===== src/rtl/lane_vrf_pkg.sv =====
// Shared widths, request payload and address helper for the lane VRF write sink.
package lane_vrf_pkg;

  localparam int LANE_DATA_W   = 32;
  localparam int LANE_VD_W     = 5;
  localparam int LANE_OFFSET_W = 5;
  localparam int LANE_IDX_W    = 3;
  localparam int BYTE_W        = 8;
  localparam int LANE_MASK_W   = LANE_DATA_W / BYTE_W;
  localparam int LANE_ADDR_W   = LANE_VD_W + LANE_OFFSET_W;

  typedef struct packed {
    logic [LANE_VD_W-1:0]     vd;
    logic [LANE_OFFSET_W-1:0] offset;
    logic [LANE_MASK_W-1:0]   mask;
    logic [LANE_DATA_W-1:0]   data;
    logic                     last;
    logic [LANE_IDX_W-1:0]    instructionIndex;
  } vrf_write_req_t;

  function automatic logic [LANE_ADDR_W-1:0] vrf_addr(
    input logic [LANE_VD_W-1:0]     vd,
    input logic [LANE_OFFSET_W-1:0] offset
  );
    return {vd, offset};
  endfunction

endpackage


===== src/rtl/vrf_byte_merge.sv =====
// Per-byte select between new write data and the old SRAM word; purely combinational.
module vrf_byte_merge
  import lane_vrf_pkg::*;
#(
  parameter int DATA_W = LANE_DATA_W
) (
  input  logic [DATA_W-1:0]        i_new,
  input  logic [DATA_W-1:0]        i_old,
  input  logic [DATA_W/BYTE_W-1:0] i_mask,
  output logic [DATA_W-1:0]        o_merged
);

  always_comb begin
    o_merged = i_old;
    for (int k = 0; k < DATA_W / BYTE_W; k++) begin
      if (i_mask[k]) o_merged[k*BYTE_W +: BYTE_W] = i_new[k*BYTE_W +: BYTE_W];
    end
  end

endmodule


===== src/rtl/lane_vrf_write_sink.sv =====
// VRF write sink: 2-stage read-modify-write into a no-byte-enable SRAM, write at accept+2, ready drops on an R/W address hazard.
// VRF_WRITE_FORWARD_EN forwards W's merged word to the following same-row write instead of stalling R for one cycle.
module lane_vrf_write_sink
  import lane_vrf_pkg::*;
#(
  parameter int DATA_W   = LANE_DATA_W,
  parameter int VD_W     = LANE_VD_W,
  parameter int OFFSET_W = LANE_OFFSET_W,
  parameter int IDX_W    = LANE_IDX_W
) (
  input  logic                       clock,
  input  logic                       reset_n,
  input  logic                       vrfWriteRequest_valid,
  output logic                       vrfWriteRequest_ready,
  input  logic [VD_W-1:0]            vrfWriteRequest_bits_vd,
  input  logic [OFFSET_W-1:0]        vrfWriteRequest_bits_offset,
  input  logic [DATA_W/8-1:0]        vrfWriteRequest_bits_mask,
  input  logic [DATA_W-1:0]          vrfWriteRequest_bits_data,
  input  logic                       vrfWriteRequest_bits_last,
  input  logic [IDX_W-1:0]           vrfWriteRequest_bits_instructionIndex,
  output logic                       rf_ren,
  output logic [VD_W+OFFSET_W-1:0]   rf_raddr,
  input  logic [DATA_W-1:0]          rf_rdata,
  output logic                       rf_wen,
  output logic [VD_W+OFFSET_W-1:0]   rf_waddr,
  output logic [DATA_W-1:0]          rf_wdata,
  output logic [(1<<IDX_W)-1:0]      inflight,
  output logic                       lastCommit_valid,
  output logic [IDX_W-1:0]           lastCommit_index
);

  localparam int NIDX   = 1 << IDX_W;
  localparam int ADDR_W = VD_W + OFFSET_W;

  // The payload struct is sized by the package widths; instance parameters must match them.
  vrf_write_req_t w_in;
  vrf_write_req_t r_rd;
  vrf_write_req_t r_wr;
  logic           r_rd_vld;
  logic           r_wr_vld;

  logic              w_rd_partial;
  logic [ADDR_W-1:0] w_rd_addr;
  logic [ADDR_W-1:0] w_wr_addr;
  logic              w_wr_wen;
  logic              w_hazard;
  logic              w_rd_adv;
  logic              w_ren;
  logic              w_acc;
  logic [DATA_W-1:0] w_old;
  logic [DATA_W-1:0] w_merged;
  logic [NIDX-1:0]   w_inc;
  logic [NIDX-1:0]   w_dec;
  logic [1:0]        r_cnt [NIDX];

  always_comb begin
    w_in                  = '0;
    w_in.vd               = vrfWriteRequest_bits_vd;
    w_in.offset           = vrfWriteRequest_bits_offset;
    w_in.mask             = vrfWriteRequest_bits_mask;
    w_in.data             = vrfWriteRequest_bits_data;
    w_in.last             = vrfWriteRequest_bits_last;
    w_in.instructionIndex = vrfWriteRequest_bits_instructionIndex;
  end

  assign w_rd_partial = r_rd_vld && (r_rd.mask != '1) && (r_rd.mask != '0);
  assign w_rd_addr    = vrf_addr(r_rd.vd, r_rd.offset);
  assign w_wr_addr    = vrf_addr(r_wr.vd, r_wr.offset);
  assign w_wr_wen     = r_wr_vld && (r_wr.mask != '0);
  // A read issued in the same cycle as W's write would return the pre-write word.
  assign w_hazard     = w_rd_partial && w_wr_wen && (w_rd_addr == w_wr_addr);

`ifdef VRF_WRITE_FORWARD_EN
  logic [DATA_W-1:0] r_fwd;
  logic              r_fwd_vld;

  assign w_rd_adv = r_rd_vld;
  assign w_ren    = w_rd_partial;
  assign w_old    = r_fwd_vld ? r_fwd : rf_rdata;

  always_ff @(posedge clock) begin
    if (!reset_n) begin
      r_fwd_vld <= 1'b0;
      r_fwd     <= '0;
    end else begin
      r_fwd_vld <= w_hazard;
      if (w_hazard) r_fwd <= w_merged;
    end
  end
`else
  assign w_rd_adv = r_rd_vld && !w_hazard;
  assign w_ren    = w_rd_partial && !w_hazard;
  assign w_old    = rf_rdata;
`endif

  assign vrfWriteRequest_ready = !r_rd_vld || w_rd_adv;
  assign w_acc                 = vrfWriteRequest_valid && vrfWriteRequest_ready;

  vrf_byte_merge #(
    .DATA_W (DATA_W)
  ) u_merge (
    .i_new    (r_wr.data),
    .i_old    (w_old),
    .i_mask   (r_wr.mask),
    .o_merged (w_merged)
  );

  // Outputs are held quiet while reset is low so a dropped W entry never reaches the SRAM.
  assign rf_ren           = reset_n && w_ren;
  assign rf_raddr         = rf_ren ? w_rd_addr : '0;
  assign rf_wen           = reset_n && w_wr_wen;
  assign rf_waddr         = rf_wen ? w_wr_addr : '0;
  assign rf_wdata         = rf_wen ? w_merged : '0;
  assign lastCommit_valid = reset_n && r_wr_vld && r_wr.last;
  assign lastCommit_index = lastCommit_valid ? r_wr.instructionIndex : '0;

  always_ff @(posedge clock) begin
    if (!reset_n) begin
      r_rd_vld <= 1'b0;
      r_wr_vld <= 1'b0;
      r_rd     <= '0;
      r_wr     <= '0;
    end else begin
      if (w_acc) begin
        r_rd     <= w_in;
        r_rd_vld <= 1'b1;
      end else if (w_rd_adv) begin
        r_rd_vld <= 1'b0;
      end
      r_wr_vld <= w_rd_adv;
      if (w_rd_adv) r_wr <= r_rd;
    end
  end

  always_comb begin
    w_inc = '0;
    w_dec = '0;
    for (int i = 0; i < NIDX; i++) begin
      w_inc[i] = w_acc && (w_in.instructionIndex == IDX_W'(i));
      w_dec[i] = r_wr_vld && (r_wr.instructionIndex == IDX_W'(i));
    end
  end

  always_ff @(posedge clock) begin
    if (!reset_n) begin
      for (int i = 0; i < NIDX; i++) r_cnt[i] <= 2'd0;
    end else begin
      for (int i = 0; i < NIDX; i++) begin
        if (w_inc[i] && !w_dec[i])      r_cnt[i] <= r_cnt[i] + 2'd1;
        else if (!w_inc[i] && w_dec[i]) r_cnt[i] <= r_cnt[i] - 2'd1;
      end
    end
  end

  always_comb begin
    inflight = '0;
    for (int i = 0; i < NIDX; i++) inflight[i] = (r_cnt[i] != 2'd0);
  end

endmodule


===== config.mk =====
export PLATFORM = sky130hd
export DESIGN_NAME = lane_vrf_write_sink
export DESIGN_NICKNAME = d
export VERILOG_FILES = /design/src/rtl/lane_vrf_pkg.sv /design/src/rtl/vrf_byte_merge.sv /design/src/rtl/lane_vrf_write_sink.sv
export SDC_FILE = /design/constraint.sdc
export NUM_CORES = 1
export LEC_CHECK = 0
export BUFFER_PORTS_ARGS = -buffer_cell sky130_fd_sc_hd__buf_2
export CAP_MARGIN = 20
export CORE_UTILIZATION = 57
export DETAILED_ROUTE_END_ITERATION = 8
export PLACE_DENSITY_LB_ADDON = 0.15
export RECOVER_POWER = 25
export SETUP_SLACK_MARGIN = 0.2
export SLEW_MARGIN = 20
export SYNTH_ARGS = -nofsm -noshare
export SYNTH_HDL_FRONTEND = slang
export SYNTH_SLANG_ARGS = --single-unit

===== constraint.sdc =====
create_clock -name clock -period 6.1 [get_ports clock]
set_input_delay 0.61 -clock clock [delete_from_list [all_inputs] [get_ports clock]]
set_output_delay 0.61 -clock clock [all_outputs]
set_load 0.01 [all_outputs]

Word level (Yosys, flattened, before mapping)
Memories as Yosys holds them, arrays and structs flattened.
Cells that the tools add are included.
{"block": "classes", "eq_ne": 16, "bitwise": 16, "n_addsub": 16, "muxes": 83, "n_reduce_logical": 76}
{"cell": "1-bit two-way mux", "count": 59}
{"cell": "1-bit logical AND", "count": 44}
{"cell": "2-bit two-way mux", "count": 16}
{"cell": "32-bit two-way mux", "count": 1}
{"cell": "8-bit two-way mux", "count": 4}
{"cell": "3-bit == test, second input constant", "count": 8}
{"cell": "10-bit two-way mux", "count": 2}
{"cell": "1-bit zero test", "count": 18}
{"cell": "2-bit nonzero test", "count": 9}
{"cell": "2-bit by 1-bit adder with 2-bit output, second input constant", "count": 8}
{"cell": "1-bit OR", "count": 16}
{"cell": "2-bit by 1-bit subtractor with 2-bit output, second input constant", "count": 8}
{"cell": "3-bit by 2-bit == test with 1-bit output, second input constant", "count": 4}
{"cell": "10-bit == test", "count": 1}
{"cell": "4-bit nonzero test", "count": 2}
{"cell": "3-bit by 1-bit == test with 1-bit output, second input constant", "count": 2}
{"cell": "3-bit zero test", "count": 2}
{"cell": "4-bit != test, second input constant", "count": 1}
{"cell": "3-bit two-way mux", "count": 1}
{"cell": "1-bit logical OR", "count": 1}
{"block": "totals", "ff_bits": 102, "elab_cells": 222, "output_inout_bits": 67, "inputBits": 85, "mem_bits_rw": 16, "memories": 1}
{"name": "r_cnt", "words": 8, "width": 2, "read_ports": 8, "rd_ports_with_merged_regs": 0, "wr": 8, "line": "lane_vrf_write_sink.sv:54", "rtl": "logic [1:0] r_cnt [NIDX];"}

Longest topological paths before layout
Gate-level depths: netlist (run 1).
{"block": "depth", "ltp_word": 17, "ltp_mapped": 8, "mapped_depth_nobuf": 5}

By module
A second synthesis (run 1) with hierarchy kept.
{"block": "unflattened", "cells_unflattened": 693, "hier_area_um2": 5914.4}
{"mod": "lane_vrf_write_sink", "area_each_um2": 5388.9, "cells_each": 657, "instances": 1, "seq_area_each_um2": 2522.4}
{"mod": "vrf_byte_merge", "area_each_um2": 525.5, "cells_each": 36, "instances": 1, "seq_area_each_um2": 0.0}

Worst setup path before layout (run 1)
No wires, ideal clock.
{"block": "synth_path", "kind": "flip-flop to output port", "from": "reg r_wr[36] (netlist name)", "to": "out rf_raddr[0]", "setup_slack_ns": 3.704, "stages_incl_launch_ff": 8, "t_arrival_ns": 1.786, "path_buffers": 2, "t_required_ns": 5.490, "path_cell_list": "dfxtp_1 buf_4 o41a_4 nand3_1 nor4_2 nor3_1 clkbuf_1 and2_1"}
{"block": "synth_between", "elab_chain_cells": 8}
{"element": "from (decl)", "line": "lane_vrf_write_sink.sv:38", "rtl": "vrf_write_req_t r_wr;"}
{"element": "from (signal assigned)", "line": "lane_vrf_write_sink.sv:131", "rtl": "if (w_rd_adv) r_wr <= r_rd;"}
{"element": "4-bit nonzero test", "line": "lane_vrf_write_sink.sv:69", "rtl": "assign w_wr_wen = r_wr_vld && (r_wr.mask != '0);"}
{"element": "1-bit logical AND", "line": "lane_vrf_write_sink.sv:69"}
{"element": "1-bit logical AND (2 in a row)", "line": "lane_vrf_write_sink.sv:71", "rtl": "assign w_hazard = w_rd_partial && w_wr_wen && (w_rd_addr == w_wr_addr);"}
{"element": "1-bit zero test", "line": "lane_vrf_write_sink.sv:92", "rtl": "assign w_ren = w_rd_partial && !w_hazard;"}
{"element": "1-bit logical AND", "line": "lane_vrf_write_sink.sv:92"}
{"element": "1-bit logical AND", "line": "lane_vrf_write_sink.sv:109", "rtl": "assign rf_ren = reset_n && w_ren;"}
{"element": "net rf_ren", "line": "lane_vrf_write_sink.sv:21", "rtl": "output logic rf_ren,"}
{"element": "10-bit two-way mux", "line": "lane_vrf_write_sink.sv:110", "rtl": "assign rf_raddr = rf_ren ? w_rd_addr : '0;"}
{"element": "to (decl)", "line": "lane_vrf_write_sink.sv:22", "rtl": "output logic [VD_W+OFFSET_W-1:0] rf_raddr,"}
The timed path passes the listed nets, and every way through them passes these cells.

Worst setup path after layout (run 1)
{"block": "layout_path", "from": "reg r_wr[39] (netlist name)", "to": "out rf_raddr[0]"}
{"block": "layout_between", "elab_chain_cells": 8}
{"element": "4-bit nonzero test", "line": "lane_vrf_write_sink.sv:69"}
{"element": "1-bit logical AND", "line": "lane_vrf_write_sink.sv:69"}
{"element": "1-bit logical AND (2 in a row)", "line": "lane_vrf_write_sink.sv:71"}
{"element": "1-bit zero test", "line": "lane_vrf_write_sink.sv:92"}
{"element": "1-bit logical AND", "line": "lane_vrf_write_sink.sv:92"}
{"element": "1-bit logical AND", "line": "lane_vrf_write_sink.sv:109"}
{"element": "10-bit two-way mux", "line": "lane_vrf_write_sink.sv:110"}
Every way passes these cells.

==> flow_summary.yaml, run 1 <==
timing:
  period_share_pct: 80.3
  highest_clock_rate_mhz: 204
  totalNegativeSetupSlack_ns: 0
  finish_stage_setup_viols: 0
  setup_repair_after_global_routing_missed_its_margin: "no"
  slew-limit-headroom_pct: -28.9
  period_minus_slack_ns: 4.90
  tightest_slew_ns: 1.93
  timing.final.hold_violations: 0
  fin_worst_skew_ns: 0.00677
  finalMaxSlewViolations: 127
yosys:
  syn_inst: 718
  synth.mux.area_fraction_pct: 6.28
  synth_area_sq_um: 5780
  syn_area_per_cell_sq_um: 8.04
  complex_gate_fraction_of_the_synthesized_area_pct: 13.4
  number_of_synthesized_flops_with_an_enable_pin: 16
  synthDominantAreaCellType: "sky130_fd_sc_hd__dfxtp_1"
  yosysUniqueCellTypes: 46
  synth_simple_gate_area_share_pct: 28.3
  synthesis.yosys.warnings: 0
  synthAdderAreaFrac_pct: 0.217
  synth.yosys.seq_area_share_pct: 43.7
  synth_xor_area_share_pct: 2.58
  synth_area_leaders: "sky130_fd_sc_hd__dfxtp_1, sky130_fd_sc_hd__nand2_1, sky130_fd_sc_hd__edfxtp_1"
  synth_top_cell_area_share_pct: 35.4
  postSynthNetCount: 804
  synth_top_family_by_area: "simple AND/OR/NAND/NOR gates"
  most_used_flip_flop_cell_after_synthesis: "sky130_fd_sc_hd__dfxtp_1"
  postSynthRegisterBits: 118
  async_flop_share_pct: 0
grt:
  initial_antenna_violation_count: 0
  grt_start_max_net_pins: 58
  number_of_global_route_vias_before_repair: 5125
  wire_length_of_the_first_global_routing_pass_um: 23000
  grt_usage_pct: 27.9
  overflow: 0
detailed_routing:
  detail_route.vias_per_cell: 5.70
  detailedRoute.firstIterationViolations: 336
  drt_pass1_iterations: 5
  detail-route-antenna-nets: 0
  drt-total-wl_um: 14400
  top_layer: "met4"
  met3WireLength_um: 913
  wl_met1_um: 6110
  routed-wl-met2_um: 7200
  post_drt_wl_per_cell_um: 14.7
  remaining_drc_errors: 0
  via_count: 5591
critical_path:
  cp_data_arrival_time_ns: 4.29
  crit_start: "r_wr[39]$_SDFFE_PN0P_"
  worst_stage_delay_on_the_critical_path_ns: 1.33
  worst-setup-path-type: "reg -> out"
  endpoint_kind: "output pin"
  worst_path_max_delay_cell: "sky130_fd_sc_hd__nor4_1"
  worstPathMaxFanout: 14
  critPathBufInv: 1
  critical_path.cell_chain: "o41a_1 -> nand3_1 -> nor4_1 -> nor3_1 -> and2_1 -> buf_2"
  r2r-start: "r_wr[36]$_SDFFE_PN0P_"
  cp_top_family: "simple AND/OR/NAND/NOR gates"
  worstPathRequired_ns: 5.49
  worst_setup_path_start_kind: "register"
cells_and_area:
  final_core_util_pct: 70.9
  final_common_cell: "sky130_fd_sc_hd__nand2_1"
  final_cells: 981
  synthToLayoutAreaGrowth_pct: 20.6
  diodes: 0
  final_design_area_no_fill_sq_um: 6970
  final_layout_size_suffix_gt1_share_pct: 20.6
  layout.cells.most_common_list: "sky130_fd_sc_hd__nand2_1, sky130_fd_sc_hd__buf_2, sky130_fd_sc_hd__dfxtp_1"
  fin_nets: 922
power:
  power.combinational.fraction_pct: 8.4
  switching_share_pct: 23.6
  power.internal_w: 0.00155
  power_leakage_nw: 2.83
  net_switching_power_w: 0.000478
  power_frac_seq_pct: 42.2
  p_clk_share_pct: 49.5
  power.density_cell_area_nw_per_um2: 291
  peak_supply_drop_mv: 0.236
  fin_total_pwr_w: 0.00202
clock_tree:
  numCtsBuffers: 17
  postCtsResizedCells: 0
  post_cts_setup_buffer_count: 0
  tritoncts_num_sinks: 118
  ctsLongestPathBuffers: 2
  post_cts_hold_buffer_count: 0
  cts-htree-levels: 4
  tritoncts: "built"
  cts.clk_slew.worst_paths_ns: 0.05
  clock_insertion_delay_worst_skew_ns: 0.51
  root_buffer_selected_by_cts: "sky130_fd_sc_hd__clkbuf_8"
floorplan:
  initial_core_utilization_pct: 58.8
  num_ports: 152
  fp.dieArea_sq_um: 10500
  die_width_um: 103
  die_h_um: 103
  area_of_the_core_region_sq_um: 9820
  row_count: 36
run:
  max-cap-violations: 4
run_status:
  outcome: "finished, violations left"
  violations: "max-capacitance violations, max-slew violations"
placement:
  dpl.cell_count: 950
  dpl.hpwl_um: 9330
  numPortBuffers: 151
  detailed_place.area_sq_um: 6440
  gp_routability_congestion: 0.852
hold_path:
  worst_min_delay_path_category: "in -> reg"
  worstHoldStart: "vrfWriteRequest_bits_last"
[cell usage after synthesis (all sizes together) (5+ instances only)]
library cell / count
nor2: 54
xor2: 6
and3: 16
xnor2: 11
edfxtp: 16
a21oi: 95
clkbuf: 30
or2: 7
a211oi: 5
mux2i: 34
and2: 12
dfxtp: 102
buf: 26
nor3: 5
inv: 6
nand4: 9
nand2: 157
o21ai: 12
nand3: 75
[flip-flops by register name, indices dropped and copies added (netlist names)]
name and flops:
r_wr 50, r_rd_vld 1, r_wr_vld 1, r_rd 50, r_cnt 16
[cell families (layout without fill, tap and decap cells)]
| logic type | Yosys count | in the layout |
|---|---|---|
| compound gates | 128 | 128 |
| simple gates | 355 | 355 |
| flops | 118 | 118 |
| buf+inv | 63 | 193 |
| xor+xnor | 17 | 17 |
| mux | 36 | 36 |
| fa+ha+maj | 1 | 1 |
[worst register-to-register path, cell delays in order, from the launching register on]
cell and delay [ns]:
sky130_fd_sc_hd__dfxtp_1 0.50, sky130_fd_sc_hd__o41a_1 0.70, sky130_fd_sc_hd__and3_1 0.26, sky130_fd_sc_hd__a41oi_1 1.22, sky130_fd_sc_hd__clkbuf_1 1.47, sky130_fd_sc_hd__o21ai_0 0.31
[final cells by class]
cell class              count  area, sq um
multi-input cells         537         2890
well taps                 133          166
clock inverters            11          146
fillers                   825         2850
inverters                   7         27.5
clock buffers              20          457
flip-flops and latches    118         2520
repair buffers            155          753
[power groups by stage]
| stage | Combinational [W] | Clock [W] | Sequential [W] |
|---|---|---|---|
| finish | 0.000169 | 0.00100 | 0.000853 |
| global route | 0.000189 | 0.00105 | 0.000858 |
| CTS | 0.000173 | 0.00101 | 0.000853 |
| detailed placement | 0.000171 | 0 | 0.000869 |
| global placement | 0.000166 | 0 | 0.000867 |
| floorplan | 0.000127 | 0 | 0.000854 |
[path summary, 6_finish.rpt]
kind | depth (start not counted) | slack (ns) | endpoint
hold / removal | 3 | 0.33 | r_rd[3]$_SDFFE_PN0P_
setup / recovery | 6 | 1.20 | rf_raddr[0]
hold reg to reg | 2 | 0.46 | r_wr[25]$_SDFFE_PN0P_
setup reg to reg | 5 | 1.43 | r_rd[0]$_SDFFE_PN0P_
[stage by stage]
stage          hold slack [ns]  setup slack (ns)
6_report                 0.330              1.20
3_5_place_dp             0.447              2.00
5_1_grt                  0.320             0.938
4_1_cts                  0.316              1.97
3_3_place_gp             0.443              2.15
2_1_floorplan            0.436              3.70
[metal layers]
metal  track usage [%]  vias up
met2              48.0      242
li1                  -     2712
met5                 0        -
met1              33.9     2617
met4              12.2        0
met3              5.69       20
(Power assumes the default switching activity.)
==> run 2, diff against run 1 <==
--- a/config.mk
+++ b/config.mk
@@ -5,9 +5,10 @@
 export SDC_FILE = /design/constraint.sdc
 export NUM_CORES = 1
 export LEC_CHECK = 0
+export ABC_AREA = 1
 export BUFFER_PORTS_ARGS = -buffer_cell sky130_fd_sc_hd__buf_2
 export CAP_MARGIN = 20
-export CORE_UTILIZATION = 57
+export CORE_UTILIZATION = 52
 export DETAILED_ROUTE_END_ITERATION = 8
 export PLACE_DENSITY_LB_ADDON = 0.15
 export RECOVER_POWER = 25
==> constraint.sdc (replaced) <==
create_clock -name clock -period 4.75 [get_ports clock]
set_input_delay 0.475 -clock clock [delete_from_list [all_inputs] [get_ports clock]]
set_output_delay 0.475 -clock clock [all_outputs]
set_load 0.01 [all_outputs]
==> flow_summary.yaml, run 2 <==
run_status:
  outcome: "completed"
clock_tree:
  tritoncts: "built"
  postCtsResizedCells: 0
  post_cts_setup_buffer_count: 0
  post_cts_hold_buffer_count: 0
  cts-htree-levels: 4
  root_buffer_selected_by_cts: "sky130_fd_sc_hd__clkbuf_8"
  numCtsBuffers: 17
  cts.clk_slew.worst_paths_ns: 0.06
  tritoncts_num_sinks: 118
  ctsLongestPathBuffers: 2
  clock_insertion_delay_worst_skew_ns: 0.51
grt:
  grt_usage_pct: 25.9
  wire_length_of_the_first_global_routing_pass_um: 22900
  grt_start_max_net_pins: 70
  overflow: 0
  initial_antenna_violation_count: 0
  number_of_global_route_vias_before_repair: 5090
cells_and_area:
  final_core_util_pct: 65.9
  synthToLayoutAreaGrowth_pct: 23.8
  final_layout_size_suffix_gt1_share_pct: 20.1
  fin_nets: 1007
  largest_regs: "r_rd (50), r_wr (50), r_cnt (16)"
  layout.filler_cells: 920
  final_common_cell: "sky130_fd_sc_hd__nor2_1"
  layout.cells.most_common_list: "sky130_fd_sc_hd__nor2_1, sky130_fd_sc_hd__nand2_1, sky130_fd_sc_hd__buf_2"
  diodes: 0
  final_cells: 1070
timing:
  period_minus_slack_ns: 3.80
  timing.final.hold_violations: 0
  finish_stage_setup_viols: 0
  setup_ws_ns: 0.954
  tightest_slew_ns: 0.993
  fin_worst_skew_ns: 0.00710
  setup_repair_after_global_routing_missed_its_margin: "no"
  finalMaxSlewViolations: 0
  period_share_pct: 79.9
  totalNegativeSetupSlack_ns: 0
  highest_clock_rate_mhz: 263
  slew-limit-headroom_pct: 33.6
critical_path:
  worstPathMaxFanout: 69
  cp_data_arrival_time_ns: 3.32
  critical_path.cell_chain: "nor2_2 -> a21oi_1 -> nand2_2 -> nor2_4 -> nand2_1 -> nand2_4 -> nor2_1 -> nand2_1 -> nor2_1 -> buf_2"
  worst-setup-path-type: "reg -> out"
  worst_path_max_delay_cell: "sky130_fd_sc_hd__nand2_4"
  worst_setup_path_start_kind: "register"
  endpoint_kind: "output pin"
  worstPathRequired_ns: 4.28
  worst_stage_delay_on_the_critical_path_ns: 0.64
detailed_routing:
  detail-route-antenna-nets: 0
  drt_pass1_iterations: 8
  remaining_drc_errors: 0
  detail_route.vias_per_cell: 5.01
  post_drt_wl_per_cell_um: 12.7
  via_count: 5365
  detailedRoute.firstIterationViolations: 318
  drt-total-wl_um: 13500
power:
  power.internal_w: 0.00202
  power.density_cell_area_nw_per_um2: 400
  p_clk_share_pct: 48.3
  peak_supply_drop_mv: 0.185
  fin_total_pwr_w: 0.00270
  power_frac_seq_pct: 41.7
  power_leakage_nw: 3.21
  switching_share_pct: 25.3
  net_switching_power_w: 0.000682
  power.combinational.fraction_pct: 10.1
yosys:
  most_used_flip_flop_cell_after_synthesis: "sky130_fd_sc_hd__dfxtp_1"
  synth_top_cell_area_share_pct: 37.5
  postSynthRegisterBits: 118
  yosys-top-cells-count: "sky130_fd_sc_hd__nor2_1, sky130_fd_sc_hd__nand2_1, sky130_fd_sc_hd__dfxtp_1"
  post-synth-top-count-cell: "sky130_fd_sc_hd__nor2_1"
  number_of_synthesized_flops_with_an_enable_pin: 16
  synthDominantAreaCellType: "sky130_fd_sc_hd__dfxtp_1"
  postSynthNetCount: 879
  yosysUniqueCellTypes: 26
  async_flop_share_pct: 0
  synth_area_sq_um: 5450
  syn_area_per_cell_sq_um: 6.87
  synth.yosys.seq_area_share_pct: 46.3
  synth_area_leaders: "sky130_fd_sc_hd__dfxtp_1, sky130_fd_sc_hd__nor2_1, sky130_fd_sc_hd__nand2_1"
  synthesis.yosys.warnings: 0
  syn_inst: 793
floorplan:
  num_ports: 152
  row_count: 37
  initial_core_utilization_pct: 53.3
  die_h_um: 104
  area_of_the_core_region_sq_um: 10200
  die_width_um: 104
  fp.dieArea_sq_um: 10900
placement:
  dpl.cell_count: 1038
  numPortBuffers: 151
  pre_cts_ws_ns: 1.46
  gp_routability_congestion: 0.841
  dpl.hpwl_um: 9100
hold_path:
  worst_min_delay_path_category: "in -> reg"
run:
  max-cap-violations: 0
run 2: changes by cell type after synthesis, sizes merged, moves of 5 or more:
cell    delta
o21ai     +94
nor2     +155
nand3     -59
and3      -16
and2      -12
clkbuf    -12
inv       +47
xor2       -6
mux2i     -34
a211oi     -5
a21oi     -29
xnor2     -10
run 2: final cells by class:
type,instances,area [sq um],share of cell area [%]
clock inverter,13,169,2.50
timing repair buffer,153,757,11.2
clock buffer,19,442,6.55
inverter,58,218,3.23
sequential,118,2520,37.4
tap,136,170,2.52
multi-input combinational,573,2470,36.6
run 2: final timing paths:
| kind | startpoint | to | slack, ns | cells past startpoint |
|---|---|---|---|---|
| max | r_wr[39]$_SDFFE_PN0P_ | rf_raddr[9] | 0.95 | 10 |
| min | vrfWriteRequest_bits_data[23] | r_rd[27]$_SDFFE_PN0P_ | 0.21 | 3 |
| min reg2reg | r_rd[17]$_SDFFE_PN0P_ | r_rd[17]$_SDFFE_PN0P_ | 0.48 | 2 |
| max reg2reg | r_wr[39]$_SDFFE_PN0P_ | r_rd[30]$_SDFFE_PN0P_ | 1.47 | 9 |
run 2: through the flow:
step | hold WS [ns] | area (sq um)
finish | 0.209 | 6750
global placement | 0.458 | 6160
floorplan | 0.443 | 5450
CTS | 0.198 | 6770
detailed placement | 0.468 | 6160
global route | 0.217 | 6750
run 2: layer usage:
| metal | wire length [um] | GRT usage [%] | share of wire [%] |
|---|---|---|---|
| met5 | 0 | 0 | 0 |
| met4 | 200 | 7.86 | 1.5 |
| met3 | 711 | 5.83 | 5.2 |
| met2 | 6570 | 44.7 | 48 |
| met1 | 6060 | 32.1 | 45 |
run 2: cells by family after synthesis:
family	synth area share (%)
and+or+nand+nor	29.0
buffers and inverters	8.24
adders and majority gates	0.229
xor gates and xnor gates	0.161
DFF	46.3
AOI/OAI and AO/OA	16.1
run 2: worst max-delay path: cells and delay by family, from the launching register on:
family / cells / cell delay [ns]
and+or+nand+nor: 8 / 1.86
DFF: 1 / 0.53
AOI/OAI and AO/OA: 1 / 0.25
buffers and inverters: 1 / 0.16
run 2: power by group through the flow:
stage | registers [W] | logic (W) | clock network [W]
after detailed placement | 0.00115 | 0.000271 | 0
after global placement | 0.00114 | 0.000259 | 0
after floorplan | 0.00113 | 0.000198 | 0
final | 0.00112 | 0.000272 | 0.00130
after CTS | 0.00112 | 0.000274 | 0.00131
after global routing | 0.00113 | 0.000314 | 0.00137
==> run 3, diff against run 2 <==
--- a/config.mk
+++ b/config.mk
@@ -8,7 +8,7 @@
 export ABC_AREA = 1
 export BUFFER_PORTS_ARGS = -buffer_cell sky130_fd_sc_hd__buf_2
 export CAP_MARGIN = 20
-export CORE_UTILIZATION = 52
+export CORE_UTILIZATION = 47
 export DETAILED_ROUTE_END_ITERATION = 8
 export PLACE_DENSITY_LB_ADDON = 0.15
 export RECOVER_POWER = 25
==> constraint.sdc (replaced) <==
create_clock -name clock -period 3.31 [get_ports clock]
set_input_delay 0.331 -clock clock [delete_from_list [all_inputs] [get_ports clock]]
set_output_delay 0.331 -clock clock [all_outputs]
set_load 0.01 [all_outputs]
==> flow_summary.yaml, run 3 (synthesized netlist as in run 2, its figures left out) <==
run_status:
  outcome: "completed"
clock_tree:
  ctsLongestPathBuffers: 2
  tritoncts: "built"
  post_cts_setup_buffer_count: 0
  root_buffer_selected_by_cts: "sky130_fd_sc_hd__clkbuf_16"
  numCtsBuffers: 17
  postCtsResizedCells: 0
  clock_insertion_delay_worst_skew_ns: 0.40
  cts-htree-levels: 4
  tritoncts_num_sinks: 118
  cts.clk_slew.worst_paths_ns: 0.05
  post_cts_hold_buffer_count: 0
grt:
  grt_start_max_net_pins: 59
  initial_antenna_violation_count: 1
  number_of_global_route_vias_before_repair: 4611
  top_usage_layer: "met2"
  grt_use_met1_pct: 28.8
  grt_usage_pct: 22.3
  met3_usage_pct: 5.10
  wire_length_of_the_first_global_routing_pass_um: 20900
  globalRouteMet2Util_pct: 37.3
  overflow: 0
timing:
  finalMaxSlewViolations: 0
  setup_ws_ns: 0.475
  fin_worst_skew_ns: 0.00963
  finish_stage_setup_viols: 0
  period_minus_slack_ns: 2.83
  setup_repair_after_global_routing_missed_its_margin: "no"
  hold_slack_ns: 0.180
  period_share_pct: 85.6
  timing.final.hold_violations: 0
  slew-limit-headroom_pct: 48.0
  tightest_slew_ns: 0.778
  totalNegativeSetupSlack_ns: 0
  highest_clock_rate_mhz: 353
critical_path:
  cp_data_arrival_time_ns: 2.50
  endpoint_kind: "output pin"
  worst_stage_delay_on_the_critical_path_ns: 0.54
  worst_setup_path_start_kind: "register"
  worst_path_max_delay_cell: "sky130_fd_sc_hd__dfxtp_1"
  worstPathMaxFanout: 17
  critPathBufInv: 1
  critical_path.cell_chain: "nor2_1 -> a21oi_1 -> nand2_2 -> nor2_1 -> nand2_4 -> nand2_4 -> nor2_1 -> nand2_1 -> nor2_1 -> buf_2"
  worst-setup-path-type: "reg -> out"
  cp_top_family: "simple AND/OR/NAND/NOR gates"
  cp_common_cell: "sky130_fd_sc_hd__nor2_1"
  worstPathRequired_ns: 2.98
  worst-r2r-setup-slack_ns: 0.85
detailed_routing:
  post_drt_wl_per_cell_um: 12.0
  drt_pass1_iterations: 4
  drt-total-wl_um: 12900
  detail_route.vias_per_cell: 4.90
  detail-route-antenna-nets: 0
  via_count: 5286
  detailedRoute.firstIterationViolations: 241
  remaining_drc_errors: 0
power:
  fin_total_pwr_w: 0.00368
  power.density_cell_area_nw_per_um2: 547
  power_leakage_nw: 3.24
  peak_supply_drop_mv: 0.352
floorplan:
  initial_core_utilization_pct: 49.2
  die_width_um: 110
  num_ports: 152
  area_of_the_core_region_sq_um: 11100
  die_h_um: 110
  fp.dieArea_sq_um: 12000
  row_count: 38
cells_and_area:
  final_layout_size_suffix_gt1_share_pct: 20.7
  final_common_cell: "sky130_fd_sc_hd__nor2_1"
  final_design_area_no_fill_sq_um: 6740
  synthToLayoutAreaGrowth_pct: 23.6
  fin_nets: 1013
  layout.cells.most_common_list: "sky130_fd_sc_hd__nor2_1, sky130_fd_sc_hd__nand2_1, sky130_fd_sc_hd__buf_2"
  diodes: 0
  largest_regs: "r_rd (50), r_wr (50), r_cnt (16)"
  layout.filler_cells: 1126
run:
  max-cap-violations: 0
placement:
  pre_cts_ws_ns: 0.950
  dpl.hpwl_um: 9010
  detailed_place.area_sq_um: 6210
  numPortBuffers: 151
  gp_routability_congestion: 0.829
hold_path:
  worst_min_delay_path_category: "in -> reg"
run 3: cell types whose count changed in the layout (fill, tap and decap cells not counted), sizes merged:
cell / before / now
buf: 142 / 151
clkbuf: 30 / 25
clkinv: 8 / 12
bufinv: 3 / 1
inv: 58 / 57
run 3: cell type report:
class	instances	area [sq um]	area share, %
clock buffers	17	425	6.31
clock inverters	14	128	1.89
inverters	58	218	3.23
multi-input cells	573	2470	36.6
flip-flops and latches	118	2520	37.4
well taps	140	175	2.60
repair buffers	159	806	12.0
run 3: worst paths after layout:
path | startpoint | end | depth (start not counted)
min reg2reg | r_rd[12]$_SDFFE_PN0P_ | r_rd[12]$_SDFFE_PN0P_ | 2
max | r_wr[37]$_SDFFE_PN0P_ | rf_raddr[0] | 10
min | vrfWriteRequest_bits_data[30] | r_rd[34]$_SDFFE_PN0P_ | 3
max reg2reg | r_wr[37]$_SDFFE_PN0P_ | r_rd[10]$_SDFFE_PN0P_ | 10
run 3: routing by layer:
| layer | vias to the layer above | share of wire [%] |
|---|---|---|
| met2 | 129 | 47 |
| li1 | 2811 | - |
| met5 | - | 0 |
| met3 | 11 | 5.3 |
| met4 | 0 | 0.87 |
| met1 | 2335 | 47 |
run 3: worst min-delay path, stage by stage:
cell	delay [ns]
sky130_fd_sc_hd__buf_2	0.07
sky130_fd_sc_hd__o21ai_0	0.07
sky130_fd_sc_hd__nor2_1	0.07
run 3: through the flow:
stage	cells	util, %
final	1079	60.8
after global routing	1079	60.8
after CTS	1079	61.1
after detailed placement	1048	56.1
after global placement	1048	56.1
after floorplan	793	-
run 3: power by group:
| part | switching [W] | leakage, nW | internal [W] |
|---|---|---|---|
| sequential | 0.0000582 | 1.01 | 0.00155 |
| combinational | 0.000235 | 1.96 | 0.000149 |
| clock | 0.000655 | 0.270 | 0.00103 |
| total | 0.000949 | 3.24 | 0.00274 |
